==> config.mk <==
export PLATFORM = sky130hd
export DESIGN_NAME = vending_machine_multi
export DESIGN_NICKNAME = d
export VERILOG_FILES = /design/src/rtl/vending_machine_multi.sv
export SDC_FILE = /design/constraint.sdc
export NUM_CORES = 1
export LEC_CHECK = 0
export ABC_AREA = 1
export BUFFER_PORTS_ARGS = -buffer_cell sky130_fd_sc_hd__buf_2
export CORE_MARGIN = 1
export CORE_UTILIZATION = 35
export DETAILED_ROUTE_END_ITERATION = 10
export HOLD_SLACK_MARGIN = 0.1
export PLACE_DENSITY_LB_ADDON = 0.05
export SLEW_MARGIN = 20
export SYNTH_ARGS = -nofsm -noshare
export SYNTH_HDL_FRONTEND = slang
export SYNTH_SLANG_ARGS = --single-unit
==> constraint.sdc <==
create_clock -name clk -period 2.55 [get_ports clk]
set_input_delay 0.3825 -clock clk [delete_from_list [all_inputs] [get_ports clk]]
set_output_delay 0.3825 -clock clk [all_outputs]
set_load 0.005 [all_outputs]
==> src/rtl/vending_machine_multi.sv <==
// vending_machine_multi
//   Multi-item vending controller. It tracks the stock of each item, accepts
//   coins of several values, and limits the balance to MAX_BAL. A cancel
//   refunds the balance. Change is returned serially, one hopper pulse per
//   CHANGE_UNIT.
//
// Ports
//   clk, reset            : single rising-edge clock, synchronous active-high reset
//   coin_valid/coin_type  : coin strobe; type 0..3 -> 5, 10, 25, 50 units
//   sel_valid/sel_idx     : item selection strobe
//   cancel                : refund request strobe
//   restock_valid/_idx    : refill one item to MAX_STOCK (honoured in any state)
//   item_dispense         : 1-cycle dispense pulse, dispense_idx valid with it
//   change_out            : one pulse per CHANGE_UNIT returned
//   coin_reject           : coin not credited (1 cycle)
//   sold_out              : selection refused, stock empty or index out of range
//   insufficient          : selection refused, balance below price
//   busy                  : FSM not idle
//   balance               : current credit
//   empty                 : bit i set when item i has zero stock
//
// Every output is a flop or a decode of the state register, so no
// combinational path runs from an input to an output.
module vending_machine_multi #(
    parameter int N_ITEMS     = 4,
    parameter int BAL_W       = 8,
    parameter int MAX_BAL     = 200,
    parameter int PRICE_BASE  = 10,
    parameter int PRICE_STEP  = 5,
    parameter int CHANGE_UNIT = 5,
    parameter int STOCK_W     = 4,
    parameter int INIT_STOCK  = 5,
    localparam int SEL_W      = (N_ITEMS > 1) ? $clog2(N_ITEMS) : 1
) (
    input  logic               clk,
    input  logic               reset,
    input  logic               coin_valid,
    input  logic [1:0]         coin_type,
    input  logic               sel_valid,
    input  logic [SEL_W-1:0]   sel_idx,
    input  logic               cancel,
    input  logic               restock_valid,
    input  logic [SEL_W-1:0]   restock_idx,
    output logic               item_dispense,
    output logic [SEL_W-1:0]   dispense_idx,
    output logic               change_out,
    output logic               coin_reject,
    output logic               sold_out,
    output logic               insufficient,
    output logic               busy,
    output logic [BAL_W-1:0]   balance,
    output logic [N_ITEMS-1:0] empty
);

    localparam logic [1:0] ST_IDLE   = 2'd0;
    localparam logic [1:0] ST_VEND   = 2'd1;
    localparam logic [1:0] ST_CHANGE = 2'd2;

    localparam logic [STOCK_W-1:0] MAX_STOCK  = '1;
    localparam logic [STOCK_W-1:0] INIT_STK   = STOCK_W'(INIT_STOCK);
    localparam logic [BAL_W:0]     MAX_BAL_X  = (BAL_W+1)'(MAX_BAL);
    localparam logic [BAL_W-1:0]   CU         = BAL_W'(CHANGE_UNIT);

    logic [1:0]         state_q, state_d;
    logic [BAL_W-1:0]   balance_q, balance_d;
    logic [STOCK_W-1:0] stock_q [N_ITEMS];
    logic [STOCK_W-1:0] stock_d [N_ITEMS];
    logic [SEL_W-1:0]   dispense_idx_q, dispense_idx_d;
    logic               coin_reject_q, coin_reject_d;
    logic               sold_out_q, sold_out_d;
    logic               insufficient_q, insufficient_d;

    logic [BAL_W:0]     coin_val;
    logic [BAL_W:0]     coin_sum;
    logic               sel_in_range;
    logic [STOCK_W-1:0] sel_stock;
    logic [BAL_W:0]     sel_price;
    logic               dec_en;

    always_comb begin
        coin_val = '0;
        case (coin_type)
            2'd0:    coin_val = (BAL_W+1)'(5);
            2'd1:    coin_val = (BAL_W+1)'(10);
            2'd2:    coin_val = (BAL_W+1)'(25);
            default: coin_val = (BAL_W+1)'(50);
        endcase
    end

    // One extra bit on the sum so an overflowing coin is caught rather than wrapped.
    assign coin_sum     = {1'b0, balance_q} + coin_val;
    assign sel_in_range = (int'(sel_idx) < N_ITEMS);
    assign sel_stock    = sel_in_range ? stock_q[sel_idx] : '0;
    assign sel_price    = (BAL_W+1)'(PRICE_BASE + int'(sel_idx) * PRICE_STEP);

    always_comb begin
        state_d        = state_q;
        balance_d      = balance_q;
        dispense_idx_d = dispense_idx_q;
        coin_reject_d  = 1'b0;
        sold_out_d     = 1'b0;
        insufficient_d = 1'b0;
        dec_en         = 1'b0;
        case (state_q)
            ST_IDLE: begin
                if (cancel) begin
                    // A coin that arrives with cancel is refused, even if
                    // the cancel itself has no effect.
                    coin_reject_d = coin_valid;
                    if (balance_q != '0) begin
                        state_d = ST_CHANGE;
                    end
                end else if (sel_valid) begin
                    coin_reject_d = coin_valid;
                    if (!sel_in_range || sel_stock == '0) begin
                        sold_out_d = 1'b1;
                    end else if ({1'b0, balance_q} < sel_price) begin
                        insufficient_d = 1'b1;
                    end else begin
                        balance_d      = balance_q - sel_price[BAL_W-1:0];
                        dec_en         = 1'b1;
                        dispense_idx_d = sel_idx;
                        state_d        = ST_VEND;
                    end
                end else if (coin_valid) begin
                    if (coin_sum > MAX_BAL_X) begin
                        coin_reject_d = 1'b1;
                    end else begin
                        balance_d = coin_sum[BAL_W-1:0];
                    end
                end
            end
            ST_VEND: begin
                coin_reject_d = coin_valid;
                state_d       = (balance_q != '0) ? ST_CHANGE : ST_IDLE;
            end
            ST_CHANGE: begin
                coin_reject_d = coin_valid;
                // The balance is always a multiple of CU. So the last pulse is
                // the cycle where the balance holds exactly one unit.
                if (balance_q <= CU) begin
                    balance_d = '0;
                    state_d   = ST_IDLE;
                end else begin
                    balance_d = balance_q - CU;
                end
            end
            default: begin
                state_d = ST_IDLE;
            end
        endcase
    end

    // Stock next-state. A restock is applied after the decrement, so a
    // restock of the item being vended in the same cycle takes priority.
    always_comb begin
        for (int i = 0; i < N_ITEMS; i++) begin
            stock_d[i] = stock_q[i];
            if (dec_en && int'(sel_idx) == i) begin
                stock_d[i] = stock_q[i] - 1'b1;
            end
            if (restock_valid && int'(restock_idx) == i) begin
                stock_d[i] = MAX_STOCK;
            end
        end
    end

    always_ff @(posedge clk) begin
        if (reset) begin
            state_q        <= ST_IDLE;
            balance_q      <= '0;
            dispense_idx_q <= '0;
            coin_reject_q  <= 1'b0;
            sold_out_q     <= 1'b0;
            insufficient_q <= 1'b0;
            for (int i = 0; i < N_ITEMS; i++) begin
                stock_q[i] <= INIT_STK;
            end
        end else begin
            state_q        <= state_d;
            balance_q      <= balance_d;
            dispense_idx_q <= dispense_idx_d;
            coin_reject_q  <= coin_reject_d;
            sold_out_q     <= sold_out_d;
            insufficient_q <= insufficient_d;
            for (int i = 0; i < N_ITEMS; i++) begin
                stock_q[i] <= stock_d[i];
            end
        end
    end

    for (genvar gi = 0; gi < N_ITEMS; gi++) begin : g_empty
        assign empty[gi] = (stock_q[gi] == '0);
    end

    assign item_dispense = (state_q == ST_VEND);
    assign change_out    = (state_q == ST_CHANGE);
    assign busy          = (state_q != ST_IDLE);
    assign dispense_idx  = dispense_idx_q;
    assign coin_reject   = coin_reject_q;
    assign sold_out      = sold_out_q;
    assign insufficient  = insufficient_q;
    assign balance       = balance_q;

endmodule

* After elaboration in Yosys (flattened, before gate mapping)
Memories as Yosys holds them, arrays and structs flattened.
Index checks and enable logic that the tools add are counted.
** Word-level totals
- Memory bits (writable) :: 16
- Memories :: 1
- Word-level logic and storage cells :: 118
- Flip-flop bits (word level) :: 15
** Memories
- stock_q :: words 4, width 4, rd ports 5, clocked after memory_dff 0, write ports 4, RTL line 66 : logic [STOCK_W-1:0] stock_q [N_ITEMS];
** Operators by class
- Reductions and logical operators :: 26
- Mux-type cells :: 44
- Multiply operators :: 1
- Bitwise operators :: 9
- Equality and inequality tests :: 20
- Add/subtract/negate cells :: 8
- $lt $le $gt $ge :: 3
** Operators with widths (number)
- two-way mux 8 bit :: 7
- two-way mux 4 bit :: 12
- inequality test 3 bit (second input constant) :: 8
- zero test 4 bit :: 5
- one-hot mux 6 bit (3 select lines) :: 1
- one-hot mux 8 bit (2 select lines) :: 1
- subtractor 4 x 1 -> 4 bit (second input constant) :: 4
- two-way mux 1 bit :: 14
- two-way mux 2 bit :: 7
- == test 2 bit (second input constant) :: 6
- AND reduction 5 bit :: 2
- adder 8 x 9 -> 9 bit :: 1
- > comparator 9 x 8 -> 1 bit (second input constant) :: 1
- == test 2 x 1 -> 1 bit (second input constant) :: 4
- less-or-equal comparator 8 x 3 -> 1 bit (second input constant) :: 1
- logical AND 1 bit :: 8
- zero test 2 bit :: 4
- less-than comparator 8 x 6 -> 1 bit :: 1
- nonzero test 8 bit :: 1
- subtractor 8 x 3 -> 8 bit (second input constant) :: 1
- subtractor 8 x 6 -> 8 bit :: 1
- adder 4 x 5 -> 6 bit (first input constant) :: 1
- one-hot mux 2 bit (3 select lines) :: 1
- AND reduction 6 bit :: 1
- 10 further kinds :: 18

* Logic depth before layout (Yosys ltp)
Gate-level depths: netlist (run 1).
- Depth after elaboration :: 12
- Depth in mapped cells :: 19
- Mapped depth without buffers :: 19

* Worst setup path before layout (run 1)
No wires, ideal clock.
- Path kind :: input-to-reg
- Start point :: input coin_type[0]
- End point :: register balance_q[5] (netlist: balance[5])
- Required time :: 2.434 ns
- Library setup time :: 0.116 ns
- Setup slack :: 0.182 ns
- Stages on the path :: 17
- Arrival time :: 2.252 ns
- Buffers on the path :: 1
- Path through :: inv_1 -> ha_1 -> or2_2 -> ha_1 -> nand2_1 -> nand2_1 -> a21boi_2 -> nand2_1 -> nand2_1 -> nand2_1 -> nor2_2 -> nand2_2 -> nand3_2 -> nand2_4 -> buf_8 -> a21oi_1 -> nor2_2
** Between the ends
- Longest elaborated chain between the ends :: 8
- Elaborated cells on any way between the ends :: 13
- Those cells by class :: add/sub (1); order compare (1); eq/ne (3); mux (6); reduce/logical (2)
** RTL lines
- start, declared :: RTL line 38 : input logic [1:0] coin_type,
- == test 2 bit, or another cell as far along :: RTL line 82 : case (coin_type)
- one-hot mux 6 bit (3 select lines) (*) :: RTL line 82
- adder 8 x 9 -> 9 bit (*) :: RTL line 91 : assign coin_sum = {1'b0, balance_q} + coin_val;
- parallel branches: the longest is 5 deep, another holds > comparator 9 x 8 -> 1 bit
- end signal, assigned :: RTL line 181 : balance_q <= balance_d;
- end, declared :: RTL line 65 : logic [BAL_W-1:0] balance_q, balance_d;
Mark *: on every way between the ends. The select of a mux whose other input is x is not followed.
A chain may end at the register's enable or synchronous reset.

* Worst setup path in the final report (run 1)
- Start point :: register balance_q[0] (netlist: balance[0])
- End point :: register balance_q[0] (netlist: balance[0])
** Between the ends
- Longest elaborated chain between the ends :: 6
- Elaborated cells on any way between the ends :: 17
- Those cells by class :: add/sub (3); order compare (3); eq/ne (2); mux (8); reduce/logical (1)
** RTL lines
- parallel branches: the longest is 6 deep, another holds adder 8 x 9 -> 9 bit
Parallel ways; which one is timed is not known. The select of a mux whose other input is x is not followed.

==> run metrics, run 1 <==
run status=finished, final reports clean; PnR worst setup slack=207.3 ps; total power=3.294 mW; worst hold margin=362.5 ps; area of the multi-input gates=about 2000 um2; worst path arrival time=2530 ps; Clk Latency, worst-skew pair=290 ps; share of flip-flops with an asynchronous set or reset=0%; clock skew=3.932 ps; layout cell share with drive strength beyond 1=23.26%; worst slack at placement=-55.94 ps; Critical Path End Type=flip-flop; DRT iter0 DRCs=approximately 80; DR WL/cell=13.02 um; power share of the clock group=15.6%; relative slew slack=68.86%; Avg Synthesized Cell Area=6.769 um2; CP max-delay cell=fa_1; n_diodes=0; Post-route DRC=0; largest net degree at the start of global routing=16; Setup Viol. Count Final=0; via count=roughly 2.8k; Tcrit/Tclk final=between 90 and 100%; register area=620.6 um2; Worst EP required=roughly 2700 ps; critical path startpoint category=flip-flop; hpwl dp=~6000 um; P&R area growth vs syn=20.58%; cell-internal power=1.770 mW; critical path's largest stage delay=~430 ps; MaxCap Viol Count=0; crit-path cells=ha_1 -> fa_1 -> buf_4 -> xnor2_2 -> nand2_1 -> nand3_1 -> nand3_2 -> nand2_2 -> nand3_2 -> nand2_8 -> nand2_1 -> nor2_1 -> nor2_1; first-pass GRT wire length=12,610 um; count of input and output buffers=31; total CTS buffers=5; Clk pin slew, worst setup/hold paths=roughly 70 ps; Syn Std Cell Area=2809 um2; Cells after Synth=415; initial antenna violation count=0; YS warnings=0; TritonRoute pass-1 iters=4; # nets final=514; filler instances=around 840; die span in x=91.59 um; Worst Path Class, Setup=flip-flop to flip-flop; Post-CTS Setup Inserts=0; Util after Layout=between 40 and 50%; # IOs=32; GPL Wtd Cong=0.8890; CTS max path bufs=2; post-synthesis sequential area ratio=between 20% and 30%; pwr dens=between 900 and 1000 nW/um2; clk root buf=clkbuf_8; # hold bufs at CTS=0; CTS tree=built; Crit Path Max Fanout=15; Final ANT Viol Nets=0; non-filler instance count after layout=575; Die Y=91.59 um; Seq cells post-synth=31; GR Util All Layers=between 10% and 20%; effective utilization at floorplan=about 36%; Hold WC Path Type=input pin to flip-flop; Placement Rows=32; vias in the first global route=2,747; Core ar.=7727 um2; final instance area=3387 um2; WL final=7484 um; Top FF cell, synth=dfxtp_1; Post-Place Cells=566; final worst path period need=2343 ps; Area after DPL=3219 um2; final hold violation count=0; Overflow after GRT=0; Syn Nets=roughly 460; Gate power share=62.8%; setup_tns=0 ps; most frequent cells in the layout=83 x nand2_1, 55 x inv_1, 47 x nor2_1; Post-synth EDFFs=0; Distinct cells, synth=37; Net Sw Frac=46.26%; Switch Pwr=around 1.5 mW; worst slew pin tran=465.5 ps; unrepaired setup endpoints after global routing=false; max-slew violations=0; VDD IR-drop max=0.5725 mV; Vias/cell=4.837; Reg power frac=a little over a fifth; die area=8388 um2; CTS sink count=31; Leak=1.690 nW; CTS H-tree lvls=2; commonest non-fill, non-tap cell in the layout=nand2_1; highest clock rate=0.4269 GHz
## state kept, by name, indices dropped and copies added (netlist names)
name,count
coin_reject,1
dispense_idx,2
sold_out,1
balance,8
insufficient,1
stock_q,16
state_q,2
## path summary, 6_finish.rpt
| path | start | endpoint | slack [ps] | depth (start not counted) |
|---|---|---|---|---|
| setup / recovery | balance[0] | balance[0] | 210 | 13 |
| hold / removal | coin_valid | coin_reject | 360 | 3 |
| setup reg to reg | balance[0] | balance[0] | 210 | 13 |
| hold reg to reg | dispense_idx[1] | dispense_idx[1] | 460 | 2 |
## critical path, delay by kind of cell, from the launching register on
kind / cells / cell delay (ps)
xor gates and xnor gates: 1 / 180
adders and majority gates: 2 / 660
buffers and inverters: 1 / 170
and+or+nand+nor: 9 / 850
DFF: 1 / 370
## cell families after synthesis
| group | count (synthesis) | share of synthesized area, % |
|---|---|---|
| fa+ha+maj | 30 | 13.90 |
| flops | 31 | 22.09 |
| xor+xnor | 11 | 3.430 |
| simple gates | 222 | 39.47 |
| compound gates | 54 | 11.00 |
| buf+inv | 67 | 10.11 |
## power by group through the flow
stage / sequential (mW) / combinational (mW) / clock [mW]
final: 0.715 / 2.07 / 0.512
after CTS: 0.713 / 2.02 / 0.532
after detailed placement: 0.724 / 2.00 / 0
after global routing: 0.731 / 2.34 / 0.549
after global placement: 0.727 / 2.01 / 0
after floorplan: 0.690 / 1.38 / 0
## synth_stat cells, types with 4 or more instances
cell / number / share of area (%)
dfxtp_1: 31 / 22
nand3_1: 36 / 6.4
nand3b_1: 6 / 1.6
nand3_2: 10 / 3.6
xnor2_1: 7 / 2.2
a21oi_2: 4 / 1.2
inv_1: 56 / 7.5
nor2_1: 47 / 6.3
nand4_1: 6 / 1.3
ha_1: 28 / 12
nand2_2: 7 / 1.6
xor2_1: 4 / 1.2
a21oi_1: 24 / 4.3
inv_2: 4 / 0.53
nor3_1: 8 / 1.4
o21ai_0: 17 / 3.0
nand2_1: 83 / 11
## area by class of cell
class | count | area share, %
clock buffers | 6 | 2.438
repair buffers | 55 | 9.900
clock inverters | 2 | 1.034
well taps | 102 | 3.768
flip-flops and latches | 31 | 18.32
multi-input cells | 318 | 57.70
inverters | 61 | 6.834
## repair_timing
action,in CTS,in global routing
endpoints found under the setup margin,0,8
endpoints found under the hold margin,0,0
gates resized for setup,0,7
## per-layer routing
layer	wire (um)	vias to the layer above	global-route usage, %	share of wire (%)
met5	0	-	0	0
li1	-	1467	-	-
met2	3628	51	33.65	48
met4	178	0	6.481	2.4
met1	3441	1247	22.96	46
met3	235	16	2.931	3.1
(Power assumes the default switching activity.)
==> inputs of run 2 (changes only) <==
- ABC_AREA: 1 -> unset
==> run metrics, run 2 <==
Syn Std Cell Area=2471 um2 (-12%); CTS tree=built; Critical Path Sink=balance[2]; Setup Viol. Count Final=0 (unchanged); share of flip-flops with an asynchronous set or reset=0% (unchanged); max-slew violations=0 (unchanged); clk root buf=clkbuf_8; GPL Wtd Cong=0.7836 (-12%); total power=3.331 mW (+1.1%); Worst EP required=2700 ps (-40 ps); post-synthesis sequential area ratio=25.11% (+3.0 points); final worst path period need=2542 ps (+199.7 ps); GR Util All Layers=18.95% (+0.021 points); filler instances=689 (-18%); area of the multi-input gates=1884 um2 (-3.6%); Top FF cell, synth=dfxtp_1; Tcrit/Tclk final=99.70% (+7.8 points); register area=625.6 um2 (+0.81%); first-pass GRT wire length=11,140 um (-12%); Core ar.=6794 um2 (-12%); Avg Synthesized Cell Area=8.377 um2 (+24%); reg2reg setup slack=50 ps (-160 ps); DR WL/cell=13.60 um (+4.5%); non-filler instance count after layout=487 (-15%); vias in the first global route=2,313 (-16%); Post-synth top cells=31 x dfxtp_1, 28 x ha_1, 25 x inv_1; WL final=6623 um (-12%); most frequent cell after synthesis=dfxtp_1; worst path arrival time=2690 ps (+160 ps); highest clock rate=0.3933 GHz (-7.9%); most frequent cells in the layout=67 x buf_4, 29 x dfxtp_1, 29 x buf_2; Crit Path Max Fanout=7 (-8); TritonRoute pass-1 iters=4 (unchanged); Post-route DRC=0 (unchanged); Worst Path Class, Setup=input pin to flip-flop; Area after DPL=3149 um2 (-2.2%); Cells after Synth=295 (-29%); effective utilization at floorplan=36.37% (about the same); clock skew=3.837 ps (-0.09473 ps); die area=7400 um2 (-12%); # hold bufs at CTS=0 (unchanged); Vias/cell=4.936 (+2.1%); Overflow after GRT=0 (unchanged); worst hold margin=382.5 ps (+20.05 ps); top post-synthesis cells by area=dfxtp_1 25%, ha_1 14%, xnor2_1 5.3%; Final ANT Viol Nets=0 (unchanged); R2R cell count=11 (-2); Post-synth EDFFs=0 (unchanged); Critical Path End Type=flip-flop; YS warnings=0 (unchanged); Hold WC Path Type=input pin to flip-flop; Placement Rows=30 (-6.3%); CTS H-tree lvls=2 (unchanged); commonest non-fill, non-tap cell in the layout=buf_4; Clk Latency, worst-skew pair=280 ps (about the same); Reg2Reg Launch Point=balance[0]; # nets final=432 (-16%); Syn Nets=337 (-26%); Leak=1.591 nW (-5.9%); P&R area growth vs syn=43.85%; run status=finished, final reports clean; CTS max path bufs=2 (unchanged); total CTS buffers=5 (unchanged); DRT iter0 DRCs=101 (+28%); worst slew pin tran=601.4 ps (+135.9 ps); n_diodes=0 (unchanged); Distinct cells, synth=56 (+51%); Yosys top cell by area=dfxtp_1; CTS sink count=31 (unchanged); initial antenna violation count=0 (unchanged); layout cell share with drive strength beyond 1=39.39% (+16 points); Clk pin slew, worst setup/hold paths=70 ps (about the same); Post-Place Cells=468 (-17%); die span in x=86.03 um (-6.1%); pwr dens=937.2 nW/um2 (-3.6%); top-area cell type share of the netlist area=25.11% (+3.0 points); via count=2,404 (-14%); relative slew slack=59.91% (-9.0 points); largest net degree at the start of global routing=29 (+13); # IOs=32 (unchanged); VDD IR-drop max=0.4874 mV (-15%); Worst Setup SP=coin_type[0]; max reg flops=16 (unchanged); hpwl dp=5115 um (-15%); final hold violation count=0 (unchanged); count of input and output buffers=31 (unchanged); MaxCap Viol Count=0 (unchanged); largest reg by FF count=stock_q; RR Endpoint=balance[0]; Die Y=86.03 um (-6.1%); Seq cells post-synth=31 (unchanged); final instance area=3555 um2 (+5.0%); unrepaired setup endpoints after global routing=true; critical path startpoint category=input pin
[run 2: changes by cell type after synthesis, sizes merged, moves of 5 or more]
cell    before  now
xnor2        7   15
a211oi       0    8
nor2b        0   11
clkbuf       2    7
inv         61   25
or4          0    5
a311oi       0    5
nand3       46    6
nor3        13    8
nand3b       7    2
nand4        6    0
nor2        49   17
nand2       93   15
[run 2: kinds of logic (layout without fill, tap and decap cells)]
family / Yosys count / count (layout) / share of synthesized area, %
AO/OA/AOI/OAI: 78 / 78 / 21.11
XOR/XNOR: 23 / 23 / 8.152
adder cells (fa/ha/maj): 30 / 30 / 15.80
buffers and inverters: 38 / 134 / 7.088
flip-flops: 31 / 31 / 25.11
multiplexers: 6 / 6 / 2.987
AND/OR/NAND/NOR: 89 / 89 / 19.75
[run 2: worst max-delay path, stage by stage]
cell	delay [ps]
buf_8	90
inv_6	40
ha_4	140
or2_4	250
ha_4	240
o211a_1	100
a221o_1	360
o21ai_2	190
xor2_2	110
o31ai_2	260
buf_4	210
buf_6	140
a21o_2	110
a21oi_1	50
[run 2: how the worst min path moves through the flow]
stage                     from              end  slack (ps)  cells past startpoint
3_5_place_dp   dispense_idx[0]  dispense_idx[0]         480                      2
5_1_grt             coin_valid      coin_reject         380                      2
3_3_place_gp   dispense_idx[0]  dispense_idx[0]         480                      2
2_1_floorplan  dispense_idx[0]  dispense_idx[0]         480                      2
6_report            coin_valid      coin_reject         380                      2
4_1_cts             coin_valid      coin_reject         370                      2
[run 2: cell type report]
type                    instances  area share [%]
clock buffers                   6           2.323
multi-input cells             226           53.01
repair buffers                101           19.92
inverters                      25           2.781
well taps                      96           3.379
flip-flops and latches         31           17.60
clock inverters                 2          0.9856
[run 2: what timing repair did]
action	4_1_cts	5_1_grt
pin swaps	20	10
setup buffers	9	3
resized for setup	29	21
endpoints found under the setup margin	13	22
hold endpoints to repair	0	0
[run 2: per-stage QoR]
stage	util, %	setup WS, ps	TNS [ps]
5_1_grt	52.32	-139.4	-853.3
3_3_place_gp	46.35	-387.4	-4791
2_1_floorplan	-	-15.12	-15.84
6_report	52.32	7.696	0
4_1_cts	50.88	1.697	0
3_5_place_dp	46.35	-419.2	-4991
[run 2: power by group]
part	switching (mW)	internal [mW]	total (mW)
sequential	0.0702	0.571	0.641
clock	0.197	0.316	0.514
combinational	1.03	1.15	2.18
[run 2: layer usage]
layer	GRT usage, %	vias up	share of wire, %
met5	0	-	0
met4	4.394	0	0.83
met3	3.080	7	2.4
met2	29.29	33	44
met1	27.42	1116	53
li1	-	1248	-
==> inputs of run 3 (changes only) <==
- ABC_AREA: unset -> 1
- PLACE_DENSITY_LB_ADDON: 0.05 -> unset
==> run metrics, run 3 (same netlist as run 1, synthesis figures left out) <==
run status=finished, final reports clean; Overflow after GRT=0 (unchanged); Die Y=91.59 um (+6.5%); die span in x=91.59 um (+6.5%); total CTS buffers=5 (unchanged); CTS max path bufs=2 (unchanged); Worst EP required=2730 ps (+30 ps); TritonRoute pass-1 iters=4 (unchanged); final worst path period need=2367 ps (-175.4 ps); WL final=6982 um (+5.4%); R2R cell count=16 (+5); Worst Path Class, Setup=flip-flop to flip-flop; P&R area growth vs syn=16.08%; worst path arrival time=2550 ps (-140 ps); CTS tree=built; PnR worst setup slack=183.1 ps (+175.4 ps); WHS Path Cells=3 (+1); largest reg by FF count=stock_q; Area after DPL=3129 um2 (-0.64%); worst slew pin tran=610.0 ps (+8.577 ps); relative slew slack=59.18% (-0.72 points); Vias/cell=4.940 (about the same); first-pass GRT wire length=11,750 um (+5.4%); n_diodes=0 (unchanged); Final ANT Viol Nets=0 (unchanged); Setup Viol. Count Final=0 (unchanged); CTS sink count=31 (unchanged); unrepaired setup endpoints after global routing=false; Post-route DRC=0 (unchanged); hpwl dp=5532 um (+8.1%); max-slew violations=0 (unchanged); most frequent cells in the layout=83 x nand2_1, 56 x inv_1, 47 x nor2_1; DR WL/cell=12.40 um (-8.8%); # IOs=32 (unchanged); DRT iter0 DRCs=102 (+0.99%); max reg flops=16 (unchanged); Post-CTS Setup Inserts=0 (-9); via count=2,781 (+16%); Clk Latency, worst-skew pair=290 ps (about the same); Clk pin slew, worst setup/hold paths=70 ps (about the same); CTS H-tree lvls=2 (unchanged); count of input and output buffers=31 (unchanged); # hold bufs at CTS=0 (unchanged); Hold WC Path Type=input pin to flip-flop; initial antenna violation count=0 (unchanged); GPL Wtd Cong=0.9130 (+17%); highest clock rate=0.4225 GHz (+7.4%); GR Util All Layers=17.33% (-1.6 points); clk root buf=clkbuf_8; Tcrit/Tclk final=92.82% (-6.9 points); Resize count post-CTS=0 (-100%); largest net degree at the start of global routing=16 (-45%); Leak=1.617 nW (+1.6%); Core ar.=7727 um2 (+14%); Crit Path Max Fanout=15 (+8); final hold violation count=0 (unchanged); pwr dens=922.8 nW/um2 (-1.5%); final instance area=3261 um2 (-8.3%); critical path startpoint category=flip-flop; worst slack at placement=-56.24 ps (+363.0 ps); clock skew=9.836 ps (+5.999 ps); die area=8388 um2 (+13%); vias in the first global route=2,606 (+13%); VDD IR-drop max=0.5289 mV (+8.5%); # nets final=502 (+16%); MaxCap Viol Count=0 (unchanged); Placement Rows=32 (+6.7%); commonest non-fill, non-tap cell in the layout=nand2_1; Critical Path End Type=flip-flop; layout cell share with drive strength beyond 1=20.17% (-19 points); effective utilization at floorplan=36.35% (about the same)
run 3: cell type report:
type	instances	area, um2
fill	817	4467
multi-input combinational	318	1932
sequential	31	620.6
timing repair buffer	43	245.2
inverter	61	231.5
tap	102	127.6
clock buffer	7	96.34
clock inverter	1	7.507
run 3: worst paths after layout:
kind                    from               to  slack (ps)
max reg2reg       balance[0]       balance[0]         180
min reg2reg  dispense_idx[0]  dispense_idx[0]         480
min               coin_valid      coin_reject         360
max               balance[0]       balance[0]         180
run 3: per-layer routing:
layer | routed length (um) | vias to the layer above | global-route usage [%]
met1 | 3389 | 1252 | 22.89
li1 | - | 1445 | -
met3 | 345 | 8 | 3.434
met4 | 101 | 0 | 5.556
met5 | 0 | - | 0
met2 | 3147 | 76 | 28.13
run 3: critical path, cell delays in order, from the launching register on:
cell     delay [ps]
dfxtp_1         370
inv_1           130
ha_1            150
inv_1            60
fa_1            410
nand3_2          90
nand3_1          90
nand2_1         110
nand3_2         110
nand2_4         100
inv_4            70
o21ai_4         140
nand2_4         150
nand2_1         120
nand2_1          60
nand2_1          60
nor2_1           40
run 3: power by group:
group	total, mW	switching [mW]	internal [mW]
combinational	1.85	1.11	0.741
clock	0.439	0.194	0.246
sequential	0.719	0.150	0.569
run 3: through the flow:
step | std cells | setup TNS [ps] | hold WS (ps) | total power [mW] | utilization (%)
after detailed placement | 554 | -193.5 | 471.2 | 2.536 | 40.50
final | 563 | 0 | 362.4 | 3.009 | 42.20
after floorplan | 415 | 0 | 451.6 | 2.072 | -
after CTS | 562 | 0 | 347.0 | 2.991 | 41.84
after global placement | 554 | -22.48 | 464.0 | 2.544 | 40.50
after global routing | 563 | 0 | 364.3 | 3.288 | 42.20
